`config.mk`:
```
export PLATFORM = sky130hd
export DESIGN_NAME = vga_sync_timing
export DESIGN_NICKNAME = d
export VERILOG_FILES = /design/src/rtl/vga_timing_pkg.sv /design/src/rtl/vga_wrap_counter.sv /design/src/rtl/vga_sync_timing.sv
export SDC_FILE = /design/constraint.sdc
export NUM_CORES = 1
export LEC_CHECK = 0
export ABC_AREA = 0
export BUFFER_PORTS_ARGS = -buffer_cell sky130_fd_sc_hd__buf_2
export CORE_MARGIN = 3
export CORE_UTILIZATION = 49
export DETAILED_ROUTE_END_ITERATION = 8
export PLACE_DENSITY_LB_ADDON = 0.08
export SETUP_SLACK_MARGIN = 0.1
export SYNTH_ARGS = -nofsm -noshare
export SYNTH_HDL_FRONTEND = slang
export SYNTH_SLANG_ARGS = --single-unit
```
`constraint.sdc`:
```
create_clock -name clk -period 2.3 [get_ports clk]
set_clock_uncertainty 0.15 [all_clocks]
set_input_delay 0.345 -clock clk [delete_from_list [all_inputs] [get_ports clk]]
set_output_delay 0.345 -clock clk [all_outputs]
set_load 0.01 [all_outputs]
```
`src/rtl/vga_timing_pkg.sv`:
```
// Shared 640x480@60 raster constants, sync polarity and TinyVGA PMOD packing.
// Imported by the timing generator and by the pattern tops downstream.
package vga_timing_pkg;

    localparam int VGA_H_DISPLAY = 640;
    localparam int VGA_H_FRONT   = 16;
    localparam int VGA_H_SYNC    = 96;
    localparam int VGA_H_BACK    = 48;
    localparam int VGA_H_TOTAL   = VGA_H_DISPLAY + VGA_H_FRONT
                                 + VGA_H_SYNC + VGA_H_BACK;

    localparam int VGA_V_DISPLAY = 480;
    localparam int VGA_V_FRONT   = 10;
    localparam int VGA_V_SYNC    = 2;
    localparam int VGA_V_BACK    = 33;
    localparam int VGA_V_TOTAL   = VGA_V_DISPLAY + VGA_V_FRONT
                                 + VGA_V_SYNC + VGA_V_BACK;

    localparam logic VGA_SYNC_ACT = 1'b0;

    localparam int POS_W   = 10;
    localparam int POS_MAX = 1 << POS_W;

    // TinyVGA PMOD pin order, MSB first: {hsync,B0,G0,R0,vsync,B1,G1,R1}
    typedef struct packed {
        logic hsync;
        logic b0;
        logic g0;
        logic r0;
        logic vsync;
        logic b1;
        logic g1;
        logic r1;
    } pmod_t;

    localparam int PMOD_R1    = 0;
    localparam int PMOD_G1    = 1;
    localparam int PMOD_B1    = 2;
    localparam int PMOD_VSYNC = 3;
    localparam int PMOD_R0    = 4;
    localparam int PMOD_G0    = 5;
    localparam int PMOD_B0    = 6;
    localparam int PMOD_HSYNC = 7;

    function automatic pmod_t pmod_pack(
        input logic       hs,
        input logic       vs,
        input logic [1:0] r,
        input logic [1:0] g,
        input logic [1:0] b
    );
        pmod_t p;
        p.hsync = hs;
        p.b0    = b[0];
        p.g0    = g[0];
        p.r0    = r[0];
        p.vsync = vs;
        p.b1    = b[1];
        p.g1    = g[1];
        p.r1    = r[1];
        return p;
    endfunction

    function automatic logic in_window(
        input logic [POS_W-1:0] pos,
        input int               lo,
        input int               hi
    );
        return (int'(pos) >= lo) && (int'(pos) < hi);
    endfunction

endpackage

```
`src/rtl/vga_wrap_counter.sv`:
```
// Modulo-MAX counter with enable, exposing both current and next count.
// wrap_o is combinational: high on the enabled step that returns to zero.
module vga_wrap_counter
    import vga_timing_pkg::*;
#(
    parameter int MAX   = VGA_H_TOTAL,
    parameter int WIDTH = POS_W
) (
    input  logic             clk,
    input  logic             reset,
    input  logic             en_i,
    output logic [WIDTH-1:0] count_o,
    output logic [WIDTH-1:0] count_d_o,
    output logic             wrap_o
);

    localparam logic [WIDTH-1:0] LAST = WIDTH'(MAX - 1);

    logic [WIDTH-1:0] count_q;
    logic [WIDTH-1:0] count_d;

    always_comb begin
        wrap_o  = en_i && (count_q == LAST);
        count_d = count_q;
        if (en_i) begin
            count_d = wrap_o ? '0 : count_q + WIDTH'(1);
        end
    end

    always_ff @(posedge clk or posedge reset) begin
        if (reset) begin
            count_q <= '0;
        end else begin
            count_q <= count_d;
        end
    end

    assign count_o   = count_q;
    assign count_d_o = count_d;

endmodule

```
`src/rtl/vga_sync_timing.sv`:
```
// Raster timing stage: chained h/v counters plus registered sync, blanking
// and line/frame strobes decoded from next-state counters (zero skew).
module vga_sync_timing
    import vga_timing_pkg::*;
#(
    parameter int   H_DISPLAY = VGA_H_DISPLAY,
    parameter int   H_FRONT   = VGA_H_FRONT,
    parameter int   H_SYNC    = VGA_H_SYNC,
    parameter int   H_BACK    = VGA_H_BACK,
    parameter int   V_DISPLAY = VGA_V_DISPLAY,
    parameter int   V_FRONT   = VGA_V_FRONT,
    parameter int   V_SYNC    = VGA_V_SYNC,
    parameter int   V_BACK    = VGA_V_BACK,
    parameter logic SYNC_ACT  = VGA_SYNC_ACT
) (
    input  logic             clk,
    input  logic             reset,
    input  logic             tick_en,
    output logic             hsync,
    output logic             vsync,
    output logic             display_on,
    output logic [POS_W-1:0] hpos,
    output logic [POS_W-1:0] vpos,
    output logic             line_start,
    output logic             frame_start,
    output logic [7:0]       frame_count
);

    localparam int H_TOTAL = H_DISPLAY + H_FRONT + H_SYNC + H_BACK;
    localparam int V_TOTAL = V_DISPLAY + V_FRONT + V_SYNC + V_BACK;

    localparam int HS_LO = H_DISPLAY + H_FRONT;
    localparam int HS_HI = H_DISPLAY + H_FRONT + H_SYNC;
    localparam int VS_LO = V_DISPLAY + V_FRONT;
    localparam int VS_HI = V_DISPLAY + V_FRONT + V_SYNC;

    if (H_TOTAL > POS_MAX || V_TOTAL > POS_MAX) begin : g_size_check
        $error("vga_sync_timing: H_TOTAL/V_TOTAL exceed counter range");
    end

    logic [POS_W-1:0] h_count;
    logic [POS_W-1:0] h_next;
    logic             h_wrap;
    logic [POS_W-1:0] v_count;
    logic [POS_W-1:0] v_next;
    logic             v_wrap;

    vga_wrap_counter #(
        .MAX   (H_TOTAL),
        .WIDTH (POS_W)
    ) u_hcnt (
        .clk       (clk),
        .reset     (reset),
        .en_i      (tick_en),
        .count_o   (h_count),
        .count_d_o (h_next),
        .wrap_o    (h_wrap)
    );

    vga_wrap_counter #(
        .MAX   (V_TOTAL),
        .WIDTH (POS_W)
    ) u_vcnt (
        .clk       (clk),
        .reset     (reset),
        .en_i      (h_wrap),
        .count_o   (v_count),
        .count_d_o (v_next),
        .wrap_o    (v_wrap)
    );

    logic       hsync_q, hsync_d;
    logic       vsync_q, vsync_d;
    logic       de_q, de_d;
    logic       ls_q, ls_d;
    logic       fs_q, fs_d;
    logic [7:0] fc_q, fc_d;

    // Strobes are single-tick: they drop whenever tick_en is low.
    always_comb begin
        hsync_d = hsync_q;
        vsync_d = vsync_q;
        de_d    = de_q;
        fc_d    = fc_q;
        ls_d    = 1'b0;
        fs_d    = 1'b0;
        if (tick_en) begin
            hsync_d = in_window(h_next, HS_LO, HS_HI) ? SYNC_ACT : ~SYNC_ACT;
            vsync_d = in_window(v_next, VS_LO, VS_HI) ? SYNC_ACT : ~SYNC_ACT;
            de_d    = (int'(h_next) < H_DISPLAY) && (int'(v_next) < V_DISPLAY);
            ls_d    = h_wrap;
            fs_d    = v_wrap;
            if (v_wrap) begin
                fc_d = fc_q + 8'd1;
            end
        end
    end

    always_ff @(posedge clk or posedge reset) begin
        if (reset) begin
            hsync_q <= ~SYNC_ACT;
            vsync_q <= ~SYNC_ACT;
            de_q    <= 1'b0;
            ls_q    <= 1'b0;
            fs_q    <= 1'b0;
            fc_q    <= 8'd0;
        end else begin
            hsync_q <= hsync_d;
            vsync_q <= vsync_d;
            de_q    <= de_d;
            ls_q    <= ls_d;
            fs_q    <= fs_d;
            fc_q    <= fc_d;
        end
    end

    assign hsync       = hsync_q;
    assign vsync       = vsync_q;
    assign display_on  = de_q;
    assign hpos        = h_count;
    assign vpos        = v_count;
    assign line_start  = ls_q;
    assign frame_start = fs_q;
    assign frame_count = fc_q;

endmodule

```
==> Word level (Yosys, flattened, before mapping) <==
Index checks and enable logic that the tools add are counted.
{ "totals": {"in_bits": 3, "reg_bits": 33, "elab_cells": 33} }
{ "classes": {"add_sub_neg": 3, "n_reduce_logical": 6, "mux": 8, "magnitude_cmp": 6, "eq_ne": 2} }
{ "ops": {"columns": ["operator", "count"], "rows": [
  ["10-bit 2-to-1 mux", 4],
  ["10-bit by 1-bit adder with 10-bit output (second input constant)", 2],
  ["10-bit equality test (second input constant)", 2],
  ["10-bit less-than comparator (second input constant)", 2],
  ["10-bit by 9-bit less-than comparator with 1-bit output (second input constant)", 2],
  ["10-bit greater-or-equal comparator (second input constant)", 1],
  ["10-bit by 9-bit greater-or-equal comparator with 1-bit output (second input constant)", 1],
  ["8-bit by 1-bit adder with 8-bit output (second input constant)", 1],
  ["1-bit logical AND", 5],
  ["1-bit 2-to-1 mux", 4],
  ["2-bit AND reduction", 1]
]} }

==> Longest topological paths before layout <==
{ "logic_depth": {"depth_word": 8, "depth_mapped": 8, "mapped_depth_nobuf": 7} }

==> Hierarchy <==
A second synthesis with hierarchy kept.
{ "hier_totals": {"hier_cells": 162, "area_unflattened_um2": 1667.8} }
{ "modules_own_cells": {"columns": ["module", "cells_per_inst", "instances", "seq_area_each_um2", "area_per_inst_um2"], "rows": [
  ["vga_sync_timing", 53, 1, 327.8, 604.3],
  ["vga_wrap_counter (u_vcnt)", 54, 1, 250.2, 540.5],
  ["vga_wrap_counter (u_hcnt)", 55, 1, 250.2, 523.0]
]} }

==> Worst setup path before layout <==
Ideal clock, no wire load.
{ "synth_path": {"path_type": "register to register", "start": "reg u_hcnt.count_q[6], in the netlist u_hcnt.count_o[6]", "end": "reg fc_q[7], in the netlist frame_count[7]", "required_ns": 2.026, "path_slack_ns": -0.047, "synth_period_minus_slack_ns": 2.347, "setup_time_ns": 0.124, "path_stages_with_launch": 8, "arrival_time_ns": 2.073, "path_cell_list": "dfrtp_1 or3b_1 buf_2 or4_4 buf_6 nor4_4 nand3_1 xnor2_1"} }
{ "synth_between": {"elab_chain_cells": 4} }
{ "synth_rtl": {"columns": ["item", "line", "rtl"], "rows": [
  ["start, declared", "vga_wrap_counter.sv:19", "logic [WIDTH-1:0] count_q;"],
  ["start signal, assigned", "vga_wrap_counter.sv:34", "count_q <= count_d;"],
  ["10-bit equality test", "vga_wrap_counter.sv:23", "wrap_o = en_i && (count_q == LAST);"],
  ["1-bit logical AND (2 in a row)", "vga_wrap_counter.sv:23", null],
  ["2-bit AND reduction (no source line)", null, null],
  ["end signal, assigned", "vga_sync_timing.sv:106", "fc_q <= 8'd0;"],
  ["end signal, assigned", "vga_sync_timing.sv:113", "fc_q <= fc_d;"],
  ["end, declared", "vga_sync_timing.sv:77", "logic [7:0] fc_q, fc_d;"]
]} }
No other way between the ends.
A chain may end at the register's enable or synchronous reset.

==> Worst setup path in the final report <==
{ "layout_path": {"start": "reg u_hcnt.count_q[6], in the netlist u_hcnt.count_o[6]", "end": "reg fc_q[3], in the netlist frame_count[3]"} }
Same word-level chain as after synthesis.

==> results.yml <==
status:
  status: "completed"
yosys:
  synth_area_per_cell_sq_um: 10.3
  syn-cell-area_sq_um: 1790
  synth_edf_count: 0
  ys_seq_elements: 33
  syn_nets: 181
  ys_types: 46
  ys_seq_area_frac: 0.463
  async_reset_ff_frac: 1.00
  synth_warnings: 0
  ys.flop_type: "dfrtp_1"
  syn-instance-count: 174
worst_setup_path:
  crit_type: "flip-flop to flip-flop"
  cp-end-kind: "flip-flop"
  cp_slowest_cell: "or4_4"
  crit_chain: "or3b_4, buf_4, or4_4, nor3_1, xor2_1"
  slowest_delay_ns: 0.58
  ff2ff_path_depth: 5
  cp.required_ns: 2.40
  r2r_end: "frame_count[3]$_DFFE_PP0P_"
  r2r_setup_slack_ns: 0.08
  r2r_start: "u_hcnt.count_o[6]$_DFF_PP0_"
  arrival_ns: 2.33
  path_max_fanout: 5
  worst_setup_path_start_kind: "flip-flop"
detailed_routing:
  drt_iter0_markers: 111
  wirelength_mm: 4.71
  dr.pass1.iters: 5
  ant_nets: 0
  drc: 0
  via_count: 1638
  wire_per_inst_um: 16.0
  vias_per_cell: 5.55
pwr:
  power_density_nw_per_um2: 599
  ir_worst_vdd_mv: 0.521
  p_leak_nw: 1.23
placed_design:
  dp_cells: 276
  pre_cts_ws_ns: 0.0200
  portBuffers: 35
  place_congestion: 0.981
  dpl.hpwl_mm: 3.36
clocking:
  cts_buffer_depth: 2
  cts_inserted_buffers: 5
  h-tree-depth: 2
  numClockSinks: 33
  clk_pin_slew_ns: 0.09
  cts_tree: "built"
  cts_root_buf: "clkbuf_4"
  clk_latency_ns: 0.33
sta:
  holdWs_ns: 0.181
  min_period_over_period: 0.967
  slew-limit-headroom: 0.510
  rsz0062_at_grt: "yes"
  worst_slew_pin_slew_ns: 0.733
  slew_violations: 0
  hold_viol_final: 0
  fin_crit_ns: 2.22
  worst_slack_ns: 0.0759
  finalSetupViolCount: 0
  fmax_mhz: 450
flow_run:
  maxCapViolations: 0
grt:
  grt_max_degree: 20
  grt_pass1_wl_mm: 7.62
  antenna_found_initial: 0
  grt_overflow: 0
  grtUsageTotal: 0.234
  first_global_vias: 1627
die:
  start_util: 0.523
  core_sq_um: 3420
  dieArea_sq_um: 4410
  die_w_um: 66.4
  io_pins: 36
  rows: 21
  die_h_um: 66.4
hold_path:
  hold_depth: 3
  hp-start: "tick_en"
  hold_class: "primary input to flip-flop"
  whs_endpoint: "u_hcnt.count_o[1]$_DFF_PP0_"
cells_and_area:
  drive_above_1_share: 0.422
  instances_no_fill: 295
  finish.utilization: 0.703
  final_net_count: 255
  syn_to_final_growth_pct: 34.3
  antenna_cells: 0
==> worst max-delay path: cells and delay by family, from the launching register on <==
kind	cells	cell delay, ns
AND/OR/NAND/NOR	3	1.25
flip-flops	1	0.41
XOR/XNOR	1	0.18
buffers and inverters	1	0.16
==> cell families after synthesis <==
logic type / count (synthesis) / synth area share
flops: 33 / 0.463
compound gates: 22 / 0.0945
xor+xnor: 18 / 0.0882
mux: 4 / 0.0238
buf+inv: 18 / 0.0434
fa+ha+maj: 4 / 0.0280
simple gates: 75 / 0.259
==> worst max-delay path by stage <==
stage / startpoint / end / slack, ns / depth (start not counted)
2_1_floorplan: u_hcnt.count_o[7]$_DFF_PP0_ / frame_count[1]$_DFFE_PP0P_ / 0.02 / 6
4_1_cts: u_hcnt.count_o[6]$_DFF_PP0_ / vsync$_DFFE_PP1P_ / 0.06 / 5
3_3_place_gp: u_hcnt.count_o[7]$_DFF_PP0_ / hsync$_DFFE_PP1P_ / 0.06 / 5
5_1_grt: u_hcnt.count_o[6]$_DFF_PP0_ / frame_count[7]$_DFFE_PP0P_ / -0.005 / 5
6_report: u_hcnt.count_o[6]$_DFF_PP0_ / frame_count[3]$_DFFE_PP0P_ / 0.08 / 5
3_5_place_dp: u_hcnt.count_o[7]$_DFF_PP0_ / vsync$_DFFE_PP1P_ / 0.02 / 5
==> report_power, final <==
group          switching (mW)  internal [mW]  leakage [nW]
logic                   0.227          0.202         0.769
clock network           0.184          0.122        0.0265
registers              0.0631          0.641         0.434
==> layout by cell type, fill, tap and decap left out, types with 2 or more instances in the layout <==
master and n:
o22a_1 2, xor2_1 9, clkbuf_4 5, xnor2_1 9
dfrtp_1 26, nand2_1 17, dfstp_2 2, nor3_1 5
inv_1 12, o21ai_0 4, nand4_1 10, buf_4 35
nor2b_1 3, a41o_1 2, mux2i_1 2, nor4_2 2
ha_1 3, dfrtp_2 5, or3b_4 2, buf_2 35
nor2_1 9, and4_1 2, or4_4 3, o22ai_2 2
nand3_1 8, clkbuf_1 3, a21boi_0 2, nor4_1 2
nor4_4 3, and3_1 2
==> cell type report <==
cell class                      instances  area (sq um)
Fill cell                             278          1010
Multi-Input combinational cell        124           952
Sequential cell                        33           835
Timing Repair Buffer                   72           463
Tap cell                               46          57.6
Clock buffer                            8          48.8
Inverter                               12          45.0
==> cells in the mapped netlist, drive strengths merged (2+ instances only) <==
cell type / count / area [sq um]
a21boi: 2 / 15.0
a41o: 2 / 20.0
and3: 2 / 12.5
and4: 2 / 17.5
buf: 3 / 21.3
clkbuf: 3 / 11.3
dfrtp: 31 / 776
dfstp: 2 / 52.6
ha: 4 / 50.1
inv: 12 / 45.0
mux2: 2 / 22.5
mux2i: 2 / 20.0
nand2: 17 / 63.8
nand3: 9 / 45.0
nand4: 10 / 62.6
nor2: 10 / 45.0
nor2b: 3 / 18.8
nor3: 5 / 25.0
nor4: 7 / 88.8
o21ai: 5 / 25.0
o22a: 2 / 17.5
o22ai: 2 / 12.5
or3b: 2 / 17.5
or4: 2 / 18.8
xnor2: 9 / 78.8
xor2: 9 / 78.8
==> per-layer routing <==
metal	global-route usage	share of wire	vias up	wire length, um
met5	0	0	-	0
met2	0.367	0.48	56	2280
li1	-	-	779	-
met3	0.0578	0.055	4	260
met1	0.318	0.45	799	2140
met4	0.0685	0.0072	0	34
==> metrics by stage <==
step | setup TNS [ns] | area (sq um) | total power, mW
floorplan | 0 | 1810 | 0.907
global placement | 0 | 2200 | 1.09
detailed placement | 0 | 2200 | 1.09
CTS | 0 | 2340 | 1.43
global route | -0.00454 | 2400 | 1.53
finish | 0 | 2400 | 1.44
==> flip-flops by register name, summed over array words and instances, names as in the netlist <==
register        cells
u_hcnt.count_o     10
vsync               1
display_on          1
u_vcnt.count_o     10
frame_count         8
frame_start         1
line_start          1
hsync               1
==> what timing repair did <==
| item | 4_1_cts | 5_1_grt |
|---|---|---|
| endpoints found under the hold margin | 15 | 0 |
| gates resized for setup | 13 | 6 |
| pin swaps | 9 | 12 |
| setup buffers | 4 | 5 |
| gates cloned | 1 | 0 |
| endpoints found under the setup margin | 7 | 13 |
| hold buffers | 1 | 0 |
(Power assumes the default switching activity.)
